==> config.mk <==
export PLATFORM = sky130hd
export DESIGN_NAME = apb_irq_conditioner_flat
export DESIGN_NICKNAME = d
export VERILOG_FILES = /design/src/rtl/apb_irq_conditioner_if.sv /design/src/rtl/apb_irq_conditioner.sv /design/src/flat_wrapper.sv
export SDC_FILE = /design/constraint.sdc
export NUM_CORES = 1
export LEC_CHECK = 0
export CELL_PAD_IN_SITES_DETAIL_PLACEMENT = 0
export CELL_PAD_IN_SITES_GLOBAL_PLACEMENT = 1
export CORE_ASPECT_RATIO = 1.5
export CORE_UTILIZATION = 43
export CTS_BUF_LIST = sky130_fd_sc_hd__clkbuf_8
export CTS_CLUSTER_DIAMETER = 100
export DETAILED_ROUTE_END_ITERATION = 12
export PLACE_DENSITY = 0.86
export SLEW_MARGIN = 20
export SYNTH_ARGS = -nofsm -noshare
export SYNTH_HDL_FRONTEND = slang
export SYNTH_SLANG_ARGS = --single-unit
==> constraint.sdc <==
create_clock -name HCLK -period 1.5 [get_ports HCLK]
set_input_delay 0.3 -clock HCLK [delete_from_list [all_inputs] [get_ports HCLK]]
set_output_delay 0.3 -clock HCLK [all_outputs]
set_load 0.01 [all_outputs]
==> src/rtl/apb_irq_conditioner_if.sv <==
// apb_irq_conditioner_if: APB slave bus bundle for the interrupt conditioner.
interface apb_irq_conditioner_if #(parameter int APB_ADDR_WIDTH = 12);
  logic [APB_ADDR_WIDTH-1:0] PADDR;
  logic [31:0] PWDATA;
  logic PWRITE;
  logic PSEL;
  logic PENABLE;
  logic [31:0] PRDATA;
  logic PREADY;
  logic PSLVERR;
  modport master (output PADDR, PWDATA, PWRITE, PSEL, PENABLE, input PRDATA, PREADY, PSLVERR);
  modport slave (input PADDR, PWDATA, PWRITE, PSEL, PENABLE, output PRDATA, PREADY, PSLVERR);
endinterface

==> src/rtl/apb_irq_conditioner.sv <==
// apb_irq_conditioner: synchronises, polarity-adjusts, glitch-filters and edge/level-detects interrupt lines.
module apb_irq_conditioner #(
  parameter int NUM_LINES   = 32,
  parameter int SYNC_STAGES = 2,
  parameter int FILT_W      = 4
) (
  input  logic                 HCLK,
  input  logic                 HRESETn,
  apb_irq_conditioner_if.slave apb,
  input  logic [NUM_LINES-1:0] src_i,
  output logic [NUM_LINES-1:0] irq_o
);
  logic [SYNC_STAGES-1:0][NUM_LINES-1:0] sync_q;
  logic [NUM_LINES-1:0][FILT_W-1:0] cnt_q, cnt_d;
  logic [NUM_LINES-1:0] pol_q, pol_d, edge_q, edge_d, filt_q, filt_d, filt_dly_q, p;
  logic [FILT_W-1:0] thr_q, thr_d;
  logic [2:0] idx;
  logic wr, rd, thr_wr;
  always_comb begin
    idx = apb.PADDR[4:2];
    wr = apb.PSEL & apb.PENABLE & apb.PWRITE;
    rd = apb.PSEL & apb.PENABLE & ~apb.PWRITE;
    thr_wr = wr && idx == 3'd2;
    pol_d = wr && idx == 3'd0 ? apb.PWDATA[NUM_LINES-1:0] : pol_q;
    edge_d = wr && idx == 3'd1 ? apb.PWDATA[NUM_LINES-1:0] : edge_q;
    thr_d = thr_wr ? apb.PWDATA[FILT_W-1:0] : thr_q;
    p = sync_q[SYNC_STAGES-1] ^ pol_q;
    filt_d = filt_q;
    cnt_d = '0;
    // a threshold write restarts every count but leaves the filtered levels alone
    for (int i = 0; i < NUM_LINES; i++) begin
      filt_d[i] = !thr_wr && p[i] != filt_q[i] && cnt_q[i] == thr_q ? p[i] : filt_q[i];
      cnt_d[i] = thr_wr || p[i] == filt_q[i] || cnt_q[i] == thr_q ? '0 : cnt_q[i] + 1'b1;
    end
  end
  always_ff @(posedge HCLK or negedge HRESETn) begin
    if (!HRESETn) begin
      sync_q <= '0;
      cnt_q <= '0;
      pol_q <= '0;
      edge_q <= '0;
      thr_q <= '0;
      filt_q <= '0;
      filt_dly_q <= '0;
    end else begin
      sync_q <= {sync_q[SYNC_STAGES-2:0], src_i};
      cnt_q <= cnt_d;
      pol_q <= pol_d;
      edge_q <= edge_d;
      thr_q <= thr_d;
      filt_q <= filt_d;
      filt_dly_q <= filt_q;
    end
  end
  assign irq_o = filt_q & ~(edge_q & filt_dly_q);
  assign apb.PRDATA = !rd ? '0 :
                      idx == 3'd0 ? 32'(pol_q) :
                      idx == 3'd1 ? 32'(edge_q) :
                      idx == 3'd2 ? 32'(thr_q) :
                      idx == 3'd3 ? 32'(filt_q) : '0;
  assign apb.PREADY = 1'b1;
  assign apb.PSLVERR = 1'b0;
endmodule

==> src/flat_wrapper.sv <==
// flat-port wrapper written by rule: the top's interface ports become plain ports
module apb_irq_conditioner_flat 
#(
  parameter int NUM_LINES   = 32,
  parameter int SYNC_STAGES = 2,
  parameter int FILT_W      = 4
)
  (HCLK, HRESETn, src_i, irq_o, apb_PADDR, apb_PWDATA, apb_PWRITE, apb_PSEL, apb_PENABLE, apb_PRDATA, apb_PREADY, apb_PSLVERR);
  apb_irq_conditioner_if #(.APB_ADDR_WIDTH(12)) apb_i ();
  input  logic HCLK;
  input  logic HRESETn;
  input  logic [NUM_LINES-1:0] src_i;
  output logic [NUM_LINES-1:0] irq_o;
  input wire logic [$bits(apb_i.PADDR)-1:0] apb_PADDR;
  input wire logic [$bits(apb_i.PWDATA)-1:0] apb_PWDATA;
  input wire logic [$bits(apb_i.PWRITE)-1:0] apb_PWRITE;
  input wire logic [$bits(apb_i.PSEL)-1:0] apb_PSEL;
  input wire logic [$bits(apb_i.PENABLE)-1:0] apb_PENABLE;
  output wire logic [$bits(apb_i.PRDATA)-1:0] apb_PRDATA;
  output wire logic [$bits(apb_i.PREADY)-1:0] apb_PREADY;
  output wire logic [$bits(apb_i.PSLVERR)-1:0] apb_PSLVERR;
  assign apb_i.PADDR = apb_PADDR;
  assign apb_i.PWDATA = apb_PWDATA;
  assign apb_i.PWRITE = apb_PWRITE;
  assign apb_i.PSEL = apb_PSEL;
  assign apb_i.PENABLE = apb_PENABLE;
  assign apb_PRDATA = apb_i.PRDATA;
  assign apb_PREADY = apb_i.PREADY;
  assign apb_PSLVERR = apb_i.PSLVERR;
  apb_irq_conditioner #(.NUM_LINES(NUM_LINES), .SYNC_STAGES(SYNC_STAGES), .FILT_W(FILT_W)) u_core (.HCLK(HCLK), .HRESETn(HRESETn), .apb(apb_i), .src_i(src_i), .irq_o(irq_o));
endmodule
## Yosys cells after proc, flatten, opt, wreduce, memory -nomap -nowiden

Cells that the tools add are included.

| storage, ports and cells | value |
|---|---|
| ROM bits | 0 |
| word-level logic and storage cells | 379 |
| flip-flop bits (word level) | 324 |
| RAM bits | 0 |
| output and inout bits | 66 |
| bits in latches | 0 |
| memories | 0 |

| cells by class | value |
|---|---|
| shift-type cells | 0 |
| add/subtract/negate cells | 32 |
| bitwise logic cells | 8 |
| $lt $le $gt $ge | 0 |
| multiply operators | 0 |
| reductions and logical operators | 133 |
| divide/modulo/power cells | 0 |
| multiplexer cells | 37 |
| equality and inequality tests | 99 |

Operators by type and width:

| kind | number |
|---|---|
| $mux 32 | 5 |
| $add 4x1->4 const B | 32 |
| $eq 4x4->1 | 32 |
| $mux 4 | 32 |
| $logic_and 1x1->1 | 67 |
| $and 32x32->32 | 2 |
| $logic_or 1x1->1 | 64 |
| $eq 1x1->1 | 32 |
| $ne 1x1->1 | 32 |
| $not 32->32 | 1 |
| $xor 32x32->32 | 1 |
| $eq 3x2->1 const B | 2 |
| $and 1x1->1 | 3 |
| $eq 3x1->1 const B | 1 |
| $logic_not 3->1 | 1 |
| $logic_not 1->1 | 1 |
| $not 1->1 | 1 |

## Depth between registers and ports, before layout

| logic depth | value |
|---|---|
| word-level depth | 6 |
| gate-level depth with buffers | 7 |

## Least setup slack after synthesis

OpenSTA, ideal clock, no wires.

| path | value |
|---|---|
| path type | in2out |
| from | input port apb_PADDR[3] |
| to | output port apb_PRDATA[2] |
| path slack | -0.267 ns |
| cell stages on the path | 4 |
| buffers on the path | 2 |
| arrival time | 1.467 ns |
| path through | buf_2 > buf_4 > mux2i_1 > a2111oi_0 |

| on the way | value |
|---|---|
| longest elaborated chain between the ends | 6 |

RTL lines:

| item | RTL line | RTL |
|---|---|---|
| from (decl) | flat_wrapper.sv:14 | `input wire logic [$bits(apb_i.PADDR)-1:0] apb_PADDR;` |
| $eq 3x2->1 | apb_irq_conditioner.sv:60 | `idx == 3'd3 ? 32'(filt_q) : '0;` |
| $mux 32 | apb_irq_conditioner.sv:60 |  |
| $mux 32 | apb_irq_conditioner.sv:59 | `idx == 3'd2 ? 32'(thr_q) :` |
| $mux 32 | apb_irq_conditioner.sv:58 | `idx == 3'd1 ? 32'(edge_q) :` |
| $mux 32 * | apb_irq_conditioner.sv:57 | `idx == 3'd0 ? 32'(pol_q) :` |
| $mux 32 * | apb_irq_conditioner.sv:56 | `assign apb.PRDATA = !rd ? '0 :` |
| to (decl) | flat_wrapper.sv:19 | `output wire logic [$bits(apb_i.PRDATA)-1:0] apb_PRDATA;` |

Mark *: on every way between the ends. The rest lies on a longest branch, timed or not.

## Worst setup path in the final report

| path | value |
|---|---|
| from | register u_core.thr_q[1] |
| to | output port apb_PRDATA[1] |

| on the way | value |
|---|---|
| longest elaborated chain between the ends | 4 |

RTL lines:

| item | RTL line | RTL |
|---|---|---|
| from (decl) | apb_irq_conditioner.sv:16 | `logic [FILT_W-1:0] thr_q, thr_d;` |
| from (signal assigned) | apb_irq_conditioner.sv:50 | `thr_q <= thr_d;` |
| $mux 32 | apb_irq_conditioner.sv:59 |  |
| $mux 32 | apb_irq_conditioner.sv:58 |  |
| $mux 32 | apb_irq_conditioner.sv:57 |  |
| $mux 32 | apb_irq_conditioner.sv:56 |  |

No other way between the ends.

==> summary.json <==
{
  "status": {
    "status": "finished, violations left",
    "failed_checks": "setup timing"
  },
  "die": {
    "initial_utilization": 0.4385,
    "pin_count": 147,
    "core-area_sq_um": 33550,
    "die_area_sq_um": 34970,
    "floorplan.rows": 82,
    "die_w_microns": 153.0,
    "die_y_extent_microns": 228.5
  },
  "routing": {
    "dr.first_iter.drc_count": 361,
    "wl_per_cell_microns": 18.33,
    "drt.antenna.violating_nets": 0,
    "via_count": 10550,
    "finalWirelength_microns": 37910,
    "drtPass1Iterations": 4,
    "drc": 0,
    "routed_via_density": 5.102
  },
  "synthesis": {
    "ys_warn_count": 0,
    "yosysTopAreaCell": "dfrtp_1",
    "netlist_top_cells_count": "324 x dfrtp_1, 166 x nor2_1, 160 x xnor2_1, 115 x mux2_2, 96 x xor2_1",
    "yosys-top-cells-area": "dfrtp_1 55%, xnor2_1 9.5%, mux2_2 8.8%, xor2_1 5.7%, nor2_1 4.2%",
    "xor_xnor_cell_area_share_of_the_yosys_netlist": 0.1524,
    "synthCells": 1227,
    "synth_nets": 1340,
    "avg_inst_size_synth_sq_um": 11.99,
    "synth_compound_gate_area_share": 0.03776,
    "synth_top_family_by_area": "XOR/XNOR gates",
    "yosys.cell_count.top_type": "dfrtp_1",
    "synth-edff-count": 0,
    "asyncSetResetFlopFracSynth": 1.000,
    "mux_share_of_post_synthesis_cell_area": 0.09763,
    "synth_fa_ha_area_frac": 0.02721,
    "synthDistinctLibCells": 30,
    "synth_register_bits": 324,
    "synth_seq_area_share": 0.5511,
    "mappedNetlistArea_sq_um": 14710,
    "synth_flop_cell": "dfrtp_1",
    "synth_top_cell_area_share": 0.5511,
    "share_of_synthesized_cell_area_in_and_or_nand_and_nor_gates": 0.1040
  },
  "cts": {
    "clock_sink_count": 324,
    "root_driver": "clkbuf_8",
    "path_clk_slew_ns": 0.06,
    "clock_insertion_delay_worst_skew_ns": 0.61,
    "total_clock_buffers_created_by_cts": 50,
    "cts_buffer_depth": 3,
    "cts_tree": "yes",
    "htreeDepth": 2
  },
  "grt": {
    "grt-ovfl-total": 0,
    "wire_length_of_the_first_global_routing_pass_microns": 59070,
    "pin_count_of_the_biggest_net_entering_global_routing": 53,
    "antenna_found_initial": 2,
    "grt.total_usage": 0.2134,
    "vias_in_the_first_global_route": 11380
  },
  "power_and_ir_drop": {
    "powerDensity_nw_per_um2": 1740,
    "worst_ir_drop_vdd_mv": 1.116,
    "power.leakage_nw": 9.568
  },
  "critical_path": {
    "worstPathArrival_ns": 1.59,
    "cp_top_family": "flip-flops",
    "critical_path_buf_inv_count": 1,
    "cp.required_ns": 1.20,
    "crit_chain": "nor2_1, a2111oi_2, buf_2",
    "critical_path.startpoint_type": "flip-flop",
    "critical_path.max_stage_delay_ns": 0.39,
    "worst-setup-path-type": "flip-flop to output pin",
    "setup.worst_path.end_class": "output pin",
    "crit_path_max_fanout": 3,
    "slowest_stage": "dfrtp_2"
  },
  "sta": {
    "timing.final.hold_violations": 0,
    "layout_setup_ws_ns": -0.3921,
    "rsz0062_at_grt": "yes",
    "timing.final.setup_violations": 211,
    "period_minus_slack_ns": 1.892,
    "slew_viol_final": 0,
    "tightestPinTransition_ns": 0.6167,
    "worst_rel_slew_slack": 0.5879,
    "timing.clock.skew_ns": 0.02673,
    "maxClockFrequency_mhz": 528.5,
    "setup-tns-final_ns": -28.30,
    "finalCritPeriodShare": 1.261,
    "hold_slack_ns": 0.1305
  },
  "placed_design": {
    "final_hpwl_dp_microns": 22850,
    "dpl-instance-area_sq_um": 17740,
    "gp_routability_congestion": 0.7573,
    "place_worst_setup_slack_ns": -0.8943,
    "portBuffers": 135
  },
  "finish": {
    "final_net_count": 1726,
    "final_layout_size_suffix_gt1_frac": 0.4954,
    "fin_area_sq_um": 21400,
    "syn2layout_area_growth_pct": 45.43,
    "fillCellCount": 2378
  },
  "flow_run": {
    "max_cap_viol_count": 0
  },
  "min_path": {
    "min-delay-path-class": "primary input to flip-flop"
  }
}
==> power by group <==
part	internal, mW	switching, mW	leakage [nW]	total (mW)
Sequential	10.9	2.16	4.10	13.1
Clock	3.62	3.48	0.541	7.09
Combinational	9.54	7.48	4.93	17.0
Total	24.1	13.1	9.57	37.2
==> registers in the layout, indices dropped and copies added (netlist names) <==
| name | cells |
|---|---|
| u_core.cnt_q | 128 |
| u_core.edge_q | 32 |
| u_core.filt_dly_q | 32 |
| u_core.filt_q | 32 |
| u_core.pol_q | 32 |
| u_core.sync_q | 64 |
| u_core.thr_q | 4 |
==> repair_timing <==
item,4_1_cts,5_1_grt
resized for setup,539,250
hold buffers,1,0
pin swaps,95,154
buffers inserted,73,50
hold endpoints to repair,322,0
setup endpoints to repair,163,224
gates cloned,4,0
==> layout by cell type (no fill, tap or decap), types with 12 or more instances in the layout <==
| master | count |
|---|---|
| buf_4 | 160 |
| nand2_2 | 25 |
| nand3_1 | 32 |
| mux2_2 | 63 |
| nor2_1 | 66 |
| mux2_4 | 52 |
| buf_2 | 58 |
| clkdlybuf4s50_1 | 64 |
| clkbuf_8 | 60 |
| o21ai_0 | 28 |
| dfrtp_1 | 320 |
| a21boi_2 | 22 |
| xnor2_4 | 13 |
| xor2_1 | 96 |
| xnor2_2 | 70 |
| inv_1 | 48 |
| nor2_2 | 95 |
| a21oi_2 | 25 |
| xnor2_1 | 77 |
| nand3_4 | 31 |
| buf_6 | 50 |
| nand2_1 | 12 |
| ha_1 | 32 |
| nand4_1 | 32 |
| buf_12 | 34 |
==> layer usage <==
| layer | vias to the layer above | global-route usage | share of wire |
|---|---|---|---|
| met5 | - | 0 | 0.00034 |
| met4 | 2 | 0.06913 | 0.023 |
| met3 | 70 | 0.03072 | 0.041 |
| met2 | 229 | 0.3924 | 0.55 |
| met1 | 5387 | 0.2533 | 0.39 |
| li1 | 4862 | - | - |
==> worst reg2reg max path, delay by kind of cell, from the launching register on <==
family / cells / cell delay, ns
AND/OR/NAND/NOR: 2 / 0.43
multiplexers: 1 / 0.32
flip-flops: 1 / 0.41
buffers and inverters: 3 / 0.43
XOR/XNOR: 1 / 0.17
==> final timing paths <==
kind                                             start                         endpoint  slack [ns]  depth (start not counted)
setup / recovery           u_core.thr_q[1]$_DFFE_PN0P_                    apb_PRDATA[1]       -0.39                          3
hold / removal                                src_i[7]       u_core.sync_q[7]$_DFF_PN0_        0.13                          1
setup reg to reg           u_core.thr_q[0]$_DFFE_PN0P_     u_core.filt_q[2]$_DFFE_PN0P_       -0.34                          7
hold reg to reg             u_core.sync_q[0]$_DFF_PN0_      u_core.sync_q[32]$_DFF_PN0_        0.34                          0
max in group asynchronous                      HRESETn  u_core.filt_dly_q[11]$_DFF_PN0_        0.66                          3
min in group asynchronous                      HRESETn       u_core.cnt_q[38]$_DFF_PN0_        0.19                          2
==> area by class of cell <==
type / instances / area [sq um] / share of cell area
antenna: 1 / 2.502 / 0.0001170
clock buffer: 60 / 825.8 / 0.03859
clock inverter: 26 / 123.9 / 0.005789
inverter: 32 / 120.1 / 0.005614
multi-input combinational: 824 / 8093 / 0.3782
sequential: 324 / 8113 / 0.3792
tap: 420 / 525.5 / 0.02456
timing repair buffer: 381 / 3593 / 0.1679
==> kinds of logic (layout without fill, tap and decap cells) <==
| logic type | after synthesis | in the layout |
|---|---|---|
| DFF | 324 | 324 |
| and+or+nand+nor | 314 | 314 |
| xor gates and xnor gates | 256 | 256 |
| muxes | 128 | 128 |
| AOI/OAI and AO/OA | 92 | 92 |
| buffers and inverters | 79 | 499 |
| adders and majority gates | 32 | 32 |
| other | 2 | 3 |
==> per-stage QoR <==
stage	cells	utilization	total power, mW
floorplan	1227	-	19.48
global placement	1885	0.5287	23.70
detailed placement	1885	0.5287	24.14
CTS	2044	0.6023	34.61
global route	2068	0.6378	39.39
finish	2068	0.6378	37.22
Power figures use the tool's default switching activity.
